$ cat src/rtl/ex_mem.sv
// EX->MEM pipeline register with stall/bubble/flush and EX accumulate-state feedback.
// Optional bubble counter enabled by defining EX_MEM_BUBBLE_CNT_EN.
module ex_mem #(
   parameter int unsigned DATA_W     = 32,
   parameter int unsigned REG_ADDR_W = 5,
   parameter int unsigned CNT_W      = 2
) (
   input  logic                  clk,
   input  logic                  rst,
   input  logic                  flush,
   input  logic                  ex_stall,
   input  logic                  mem_stall,
   input  logic [REG_ADDR_W-1:0] ex_wd,
   input  logic                  ex_wreg,
   input  logic [DATA_W-1:0]     ex_wdata,
   input  logic                  ex_whilo,
   input  logic [DATA_W-1:0]     ex_hi,
   input  logic [DATA_W-1:0]     ex_lo,
   input  logic [2*DATA_W-1:0]   hilo_temp_i,
   input  logic [CNT_W-1:0]      cnt_i,
   output logic [REG_ADDR_W-1:0] mem_wd,
   output logic                  mem_wreg,
   output logic [DATA_W-1:0]     mem_wdata,
   output logic                  mem_whilo,
   output logic [DATA_W-1:0]     mem_hi,
   output logic [DATA_W-1:0]     mem_lo,
   output logic [2*DATA_W-1:0]   hilo_temp_o,
   output logic [CNT_W-1:0]      cnt_o,
   output logic [31:0]           bubble_cnt
);

   logic [REG_ADDR_W-1:0] wd_q, wd_d;
   logic                  wreg_q, wreg_d;
   logic [DATA_W-1:0]     wdata_q, wdata_d;
   logic                  whilo_q, whilo_d;
   logic [DATA_W-1:0]     hi_q, hi_d;
   logic [DATA_W-1:0]     lo_q, lo_d;
   logic [2*DATA_W-1:0]   hilo_temp_q, hilo_temp_d;
   logic [CNT_W-1:0]      cnt_q, cnt_d;
   logic                  bubble;

   assign bubble = !flush && !mem_stall && ex_stall;

   always_comb begin
      wd_d        = wd_q;
      wreg_d      = wreg_q;
      wdata_d     = wdata_q;
      whilo_d     = whilo_q;
      hi_d        = hi_q;
      lo_d        = lo_q;
      hilo_temp_d = hilo_temp_q;
      cnt_d       = cnt_q;
      if (flush) begin
         wd_d        = '0;
         wreg_d      = 1'b0;
         wdata_d     = '0;
         whilo_d     = 1'b0;
         hi_d        = '0;
         lo_d        = '0;
         hilo_temp_d = '0;
         cnt_d       = '0;
      end else if (mem_stall) begin
         // MEM frozen: keep every register as is
      end else if (ex_stall) begin
         // Insert a nop into MEM but keep EX multi-cycle progress alive
         wd_d        = '0;
         wreg_d      = 1'b0;
         wdata_d     = '0;
         whilo_d     = 1'b0;
         hi_d        = '0;
         lo_d        = '0;
         hilo_temp_d = hilo_temp_i;
         cnt_d       = cnt_i;
      end else begin
         wd_d        = ex_wd;
         wreg_d      = ex_wreg;
         wdata_d     = ex_wdata;
         whilo_d     = ex_whilo;
         hi_d        = ex_hi;
         lo_d        = ex_lo;
         hilo_temp_d = '0;
         cnt_d       = '0;
      end
   end

   always_ff @(posedge clk) begin
      if (rst) begin
         wd_q        <= '0;
         wreg_q      <= 1'b0;
         wdata_q     <= '0;
         whilo_q     <= 1'b0;
         hi_q        <= '0;
         lo_q        <= '0;
         hilo_temp_q <= '0;
         cnt_q       <= '0;
      end else begin
         wd_q        <= wd_d;
         wreg_q      <= wreg_d;
         wdata_q     <= wdata_d;
         whilo_q     <= whilo_d;
         hi_q        <= hi_d;
         lo_q        <= lo_d;
         hilo_temp_q <= hilo_temp_d;
         cnt_q       <= cnt_d;
      end
   end

`ifdef EX_MEM_BUBBLE_CNT_EN
   logic [31:0] bubble_cnt_q;

   always_ff @(posedge clk) begin
      if (rst) begin
         bubble_cnt_q <= '0;
      end else if (bubble) begin
         bubble_cnt_q <= bubble_cnt_q + 32'd1;
      end
   end

   assign bubble_cnt = bubble_cnt_q;
`else
   logic unused_bubble;
   assign unused_bubble = bubble;
   assign bubble_cnt    = 32'h0;
`endif

   assign mem_wd      = wd_q;
   assign mem_wreg    = wreg_q;
   assign mem_wdata   = wdata_q;
   assign mem_whilo   = whilo_q;
   assign mem_hi      = hi_q;
   assign mem_lo      = lo_q;
   assign hilo_temp_o = hilo_temp_q;
   assign cnt_o       = cnt_q;

endmodule
$ cat config.mk
export PLATFORM = sky130hd
export DESIGN_NAME = ex_mem
export DESIGN_NICKNAME = d
export VERILOG_FILES = /design/src/rtl/ex_mem.sv
export SDC_FILE = /design/constraint.sdc
export NUM_CORES = 1
export LEC_CHECK = 0
export ABC_AREA = 0
export BUFFER_PORTS_ARGS = -buffer_cell sky130_fd_sc_hd__buf_4
export CAP_MARGIN = 20
export CORE_ASPECT_RATIO = 1.5
export CORE_MARGIN = 3
export CORE_UTILIZATION = 30
export CTS_BUF_LIST = sky130_fd_sc_hd__clkbuf_16
export DETAILED_ROUTE_END_ITERATION = 7
export MAX_ROUTING_LAYER = met4
export PLACE_DENSITY = 0.68
export SYNTH_ARGS = -nofsm -noshare
export SYNTH_HDL_FRONTEND = slang
export SYNTH_SLANG_ARGS = --single-unit
$ cat constraint.sdc
create_clock -name clk -period 1.2 [get_ports clk]
set_clock_uncertainty 0.2 [all_clocks]
set_input_delay 0.24 -clock clk [delete_from_list [all_inputs] [get_ports clk]]
set_output_delay 0.24 -clock clk [all_outputs]
set_load 0.005 [all_outputs]
==> metrics.cfg, run 1 <==
[synthesis]
avgSynthCellArea_um2 = 8.87
synth_area_leader_cell = dfxtp_1
syn-cell-area_um2 = 6950
synth.top_cells.by_area = dfxtp_1, a21oi_1, or3b_1, nand2_1, nand3b_1
synth.top_cell.area_share_pct = 48.7
synth_seq_cells = 169
synthesis.instances = 784
ys_seq_area_share_pct = 48.7
synth_warnings = 0
yosysUniqueCellTypes = 13

[timing]
max_freq_ghz = 0.753
maxSlewViolCount = 0
setup_ws_ns = -0.129
fin_tns_setup_ns = -16.74
setup_viol = 192
min_period_ns = 1.33
fin_crit_sh_pct = 111
rsz0062_at_grt = yes
finalHoldViolations = 3
hold_slack_ns = -0.00984

[grt]
first_global_vias = 7777
antenna_found_initial = 1
grt-ovfl-total = 0
grt_pass1_wl_mm = 39.3
grt_max_degree = 80
grt_use_total_pct = 20.5

[place]
io_buffer_count = 342
post-place-ws_ns = -0.375
place_hpwl_mm = 16.0
dp_cells = 1371
placedInstanceArea_um2 = 9910
gp_congestion = 0.817

[worst_setup_path]
cp_top_family = flip-flops
max_stage_delay_ns = 0.35
required_ns = 0.76
startpoint_type = flop
cp_slowest_cell = dfxtp_4
path_cells = buf_6
critPathBufInv = 1
arrival_ns = 0.89
cp_max_fo = 2
cp-end-kind = primary output
criticalPathCategory = reg2out

[worst_hold_path]
hp-class = in2reg

[final_layout]
regArea_um2 = 3600
final.fill_count = 1690
final_cells = 1582
drive_above_1_share_pct = 56.4
nets = 1472
syn_to_final_growth_pct = 93.4
multiInputGateArea_um2 = 3420
final_area_um2 = 13400

[die]
placementRows = 67
fp.dieH_um = 192
core_area_um2 = 22600
start_util_pct = 30.8
io_pins = 375
die_w_um = 130
die_area_um2 = 25100

[drt]
drc_errors = 0
ant_nets = 0
wl_per_cell_um = 17.1
wl_mm = 27.1
drtIter0Drc = 324
viasPerCell = 4.78
vias = 7561
first_pass_iters = 5

[cts]
numCtsBuffers = 17
clk_transition_reported_paths_ns = 0.06
root_buffer = clkbuf_16
cts_tree = done
clock-sinks = 169
clk_path_buf_depth = 2
htree_levels = 4
clock_latency_ns = 0.42

[power_and_ir_drop]
vdd_drop_max_mv = 0.907
p_leak_nw = 5.79
powerDensity_nw_per_um2 = 974

[run]
maxCapViolations = 0

[status]
status = finished, violations left
violations = negative hold slack, negative setup slack

worst paths after layout:
path	start	end	slack, ns	cells after the start
worst max-delay path	hilo_temp_o[16]	hilo_temp_o[16]	-0.13	1
worst min-delay path	ex_wdata[29]	mem_wdata[29]	-0.01	3
worst min register to register	hilo_temp_o[35]	hilo_temp_o[35]	0.26	2
worst max register to register	hilo_temp_o[45]	hilo_temp_o[45]	0.18	4
state kept, by name, summed over array words and instances, names as in the netlist:
name and count:
cnt_o 2, hilo_temp_o 64, mem_hi 32, mem_lo 32
mem_wd 5, mem_wdata 32, mem_whilo 1, mem_wreg 1
power by group:
| group | leakage, nW | switching (W) | total, W | internal [W] |
|---|---|---|---|---|
| clock network | 0.258 | 0.00213 | 0.00508 | 0.00295 |
| logic | 4.08 | 0.000832 | 0.00219 | 0.00136 |
| registers | 1.45 | 0.0000831 | 0.00583 | 0.00574 |
| total | 5.79 | 0.00305 | 0.0131 | 0.0100 |
layer usage:
metal / global-route usage, % / part of all wire, %
met1: 20.9 / 37
met2: 35.0 / 52
met3: 4.76 / 4.9
met4: 13.2 / 6.2
met5: - / 0
final cells by class:
| type | count | share of cell area [%] |
|---|---|---|
| clock buffer | 17 | 3.16 |
| tap | 276 | 2.57 |
| antenna | 2 | 0.0372 |
| multi-input combinational | 540 | 25.4 |
| timing repair buffer | 570 | 41.4 |
| sequential | 169 | 26.8 |
| clock inverter | 8 | 0.661 |
Yosys cell counts:
cell type and number:
conb_1 1, buf_2 26, nand3b_1 66, buf_4 39, a21oi_1 169, nand2_1 169
buf_6 14, clkbuf_1 26, or3b_1 83, dfxtp_1 169, or3b_2 20, or2_1 1
buf_1 1
logic make-up after synthesis:
family,Yosys count,synth area share (%)
buffers and inverters,106,9.81
AOI/OAI and AO/OA,169,12.2
other,1,0.0539
and+or+nand+nor,339,29.3
DFF,169,48.7
cell usage in the layout (no fill, tap or decap), types with 2 or more instances in the layout:
| master | count |
|---|---|
| clkinv_2 | 2 |
| or3b_4 | 55 |
| or3b_1 | 41 |
| dfxtp_2 | 168 |
| bufinv_16 | 2 |
| or3b_2 | 7 |
| buf_4 | 229 |
| buf_12 | 10 |
| inv_1 | 2 |
| nand3b_1 | 66 |
| buf_6 | 169 |
| dlygate4sd3_1 | 114 |
| diode_2 | 2 |
| clkbuf_16 | 17 |
| a21oi_2 | 73 |
| a21oi_1 | 96 |
| dlymetal6s4s_1 | 47 |
| conb_1 | 32 |
| nand2_1 | 169 |
metrics by stage:
stage	power [W]	utilization [%]	hold slack, ns
final	0.0131	59.6	-0.00984
after global placement	0.00738	43.9	0.247
after detailed placement	0.00739	43.9	0.254
after CTS	0.0130	57.4	-0.0430
after global routing	0.0136	59.6	-0.0297
after floorplan	0.00670	-	0.206
timing repair:
item	4_1_cts	5_1_grt
endpoints found under the hold margin	167	6
endpoints found under the setup margin	169	229
buffers inserted	10	14
gates resized for setup	338	134
hold buffers	160	1
pin swaps	0	39
Note: power is estimated with default switching activity, not from simulation.
==> run 2, diff against run 1 <==
--- a/config.mk
+++ b/config.mk
@@ -14,7 +14,7 @@
 export CTS_BUF_LIST = sky130_fd_sc_hd__clkbuf_16
 export DETAILED_ROUTE_END_ITERATION = 7
 export MAX_ROUTING_LAYER = met4
-export PLACE_DENSITY = 0.68
+export PLACE_DENSITY = 0.65
 export SYNTH_ARGS = -nofsm -noshare
 export SYNTH_HDL_FRONTEND = slang
 export SYNTH_SLANG_ARGS = --single-unit
==> constraint.sdc (replaced) <==
create_clock -name clk -period 1.24 [get_ports clk]
set_clock_uncertainty 0.2 [all_clocks]
set_input_delay 0.248 -clock clk [delete_from_list [all_inputs] [get_ports clk]]
set_output_delay 0.248 -clock clk [all_outputs]
set_load 0.005 [all_outputs]
==> run 2 against run 1 <==
Net effect: the run still ends with negative hold slack, negative setup slack left; clock power about the same; flip-flop and latch count unchanged; worst setup slack improved by 0.027 ns; clock-buffer cell count unchanged; wire length decreased by 5.5%; core utilization decreased by 2.7 points; highest routed layer unchanged.
==> metrics.cfg, run 2 (synthesis gave the netlist of run 1 again) <==
[status]
status = finished, violations left  ; unchanged
violations = negative hold slack, negative setup slack  ; unchanged

[worst_setup_path]
cp_max_fo = 2  ; unchanged
required_ns = 0.79  ; was 0.76 ns
criticalPathCategory = reg2out  ; unchanged
cp_slowest_cell = dfxtp_2  ; was dfxtp_4
cp_top_family = flip-flops  ; unchanged
critPathBufInv = 1  ; unchanged
startpoint_type = flop  ; unchanged
cp-end-kind = primary output  ; unchanged
arrival_ns = 0.89  ; about the same
max_stage_delay_ns = 0.36  ; was 0.35 ns
path_cells = buf_6  ; unchanged

[final_layout]
antenna_cells = 0  ; was 2
layout_common_cells = buf_4, nand2_1, dfxtp_2, buf_6  ; was buf_4, nand2_1, buf_6, dfxtp_2, dlygate4sd3_1
final_common_cell = buf_4  ; unchanged
syn_to_final_growth_pct = 84.8  ; was 93.4%
drive_above_1_share_pct = 49.8  ; was 56.4%
largest_register_ffs = 64  ; unchanged
nets = 1452  ; was 1472
final_cells = 1566  ; was 1582

[place]
gp_congestion = 0.825  ; was 0.817
dp_cells = 1365  ; was 1371
io_buffer_count = 342  ; unchanged
place_hpwl_mm = 16.1  ; was 16.0 mm

[grt]
grt-ovfl-total = 0  ; unchanged
grt_max_degree = 80  ; unchanged
grt_use_total_pct = 19.7  ; was 20.5%
antenna_found_initial = 0  ; was 1
grt_pass1_wl_mm = 37.9  ; was 39.3 mm
first_global_vias = 7389  ; was 7777

[power_and_ir_drop]
vdd_drop_max_mv = 0.828  ; was 0.907 mV
powerDensity_nw_per_um2 = 982  ; was 974 nW/um2
p_leak_nw = 5.27  ; was 5.79 nW

[cts]
root_buffer = clkbuf_16  ; unchanged
clock-sinks = 169  ; unchanged
clock_latency_ns = 0.43  ; was 0.42 ns
numCtsBuffers = 17  ; unchanged
cts_tree = done  ; unchanged
clk_path_buf_depth = 2  ; unchanged
clk_transition_reported_paths_ns = 0.07  ; was 0.06 ns
htree_levels = 4  ; unchanged
cts_hold_buf = 151  ; was 160

[drt]
drtIter0Drc = 282  ; was 324
vias = 7362  ; was 7561
drc_errors = 0  ; unchanged
wl_mm = 25.6  ; was 27.1 mm
viasPerCell = 4.70  ; was 4.78
ant_nets = 0  ; unchanged
wl_per_cell_um = 16.3  ; was 17.1 um
first_pass_iters = 4  ; was 5

[die]
fp.dieH_um = 192  ; unchanged
die_area_um2 = 25100  ; unchanged
die_w_um = 130  ; unchanged
io_pins = 375  ; unchanged
placementRows = 67  ; unchanged
start_util_pct = 30.8  ; unchanged
core_area_um2 = 22600  ; unchanged

[timing]
fin_tns_setup_ns = -12.39  ; was -16.74 ns
maxSlewViolCount = 0  ; unchanged
setup_ws_ns = -0.102  ; was -0.129 ns
fin_crit_sh_pct = 108
hold_slack_ns = -0.0125  ; was -0.00984 ns
setup_viol = 176  ; was 192
finalHoldViolations = 15  ; was 3
rsz0062_at_grt = yes  ; unchanged
min_period_ns = 1.34
max_freq_ghz = 0.745

[run]
maxCapViolations = 0  ; unchanged

[worst_hold_path]
hp-class = in2reg  ; unchanged

-- run 2: cell count changes in the layout (fill, tap and decap cells not counted), sizes merged --
| cell | delta |
|---|---|
| clkbuf | +1 |
| buf | -11 |
| clkinvlp | +2 |
| diode | -2 |
| inv | +2 |
| dlymetal6s4s | -44 |
| dlygate4sd3 | +34 |
| clkinv | +2 |
-- run 2: area by class of cell --
class	instances	area, um2
Sequential cell	169	3590
Clock inverter	14	119
Clock buffer	17	425
Timing Repair Buffer	550	5260
Tap cell	276	345
Multi-Input combinational cell	540	3110
Fill cell	1821	9700
-- run 2: power by group --
part	internal, W	switching [W]
Clock	0.00289	0.00218
Sequential	0.00556	0.0000807
Combinational	0.00118	0.000728
-- run 2: worst paths after layout --
check / startpoint / to / slack (ns) / cells past startpoint
worst max-delay path: hilo_temp_o[52] / hilo_temp_o[52] / -0.10 / 1
worst min-delay path: ex_lo[3] / mem_lo[3] / -0.01 / 3
worst max register to register: mem_lo[21] / mem_lo[21] / 0.30 / 3
worst min register to register: mem_wdata[26] / mem_wdata[26] / 0.26 / 2
-- run 2: per-layer routing --
metal / GRT usage (%) / vias to the layer above / part of all wire [%]
met2: 34.3 / 300 / 53
met4: 9.64 / 0 / 4.2
met1: 20.8 / 3412 / 37
met5: - / - / 0
met3: 4.51 / 65 / 5.2
li1: - / 3585 / -
-- run 2: timing repair --
action                                  CTS  global route
buffers inserted                          8            12
endpoints found under the setup margin  169           195
cloned                                    0             0
resized for setup                       338            33
endpoints found under the hold margin   169            15
pin swaps                                 0            16
-- run 2: per-stage QoR --
step	utilization (%)	total power [W]	setup slack (ns)	cell area, um2	hold WS, ns
global placement	43.0	0.00708	-0.270	9690	0.242
finish	57.0	0.0126	-0.102	12800	-0.0125
CTS	56.1	0.0127	-0.132	12700	-0.0431
global route	57.0	0.0131	-0.137	12800	-0.0312
detailed placement	43.0	0.00709	-0.298	9690	0.245
floorplan	-	0.00643	-0.00742	7150	0.214
-- run 2: worst register-to-register path: stages (launching register included) --
cell	delay, ns
dfxtp_2	0.34
buf_4	0.13
nand2_1	0.08
a21oi_1	0.07
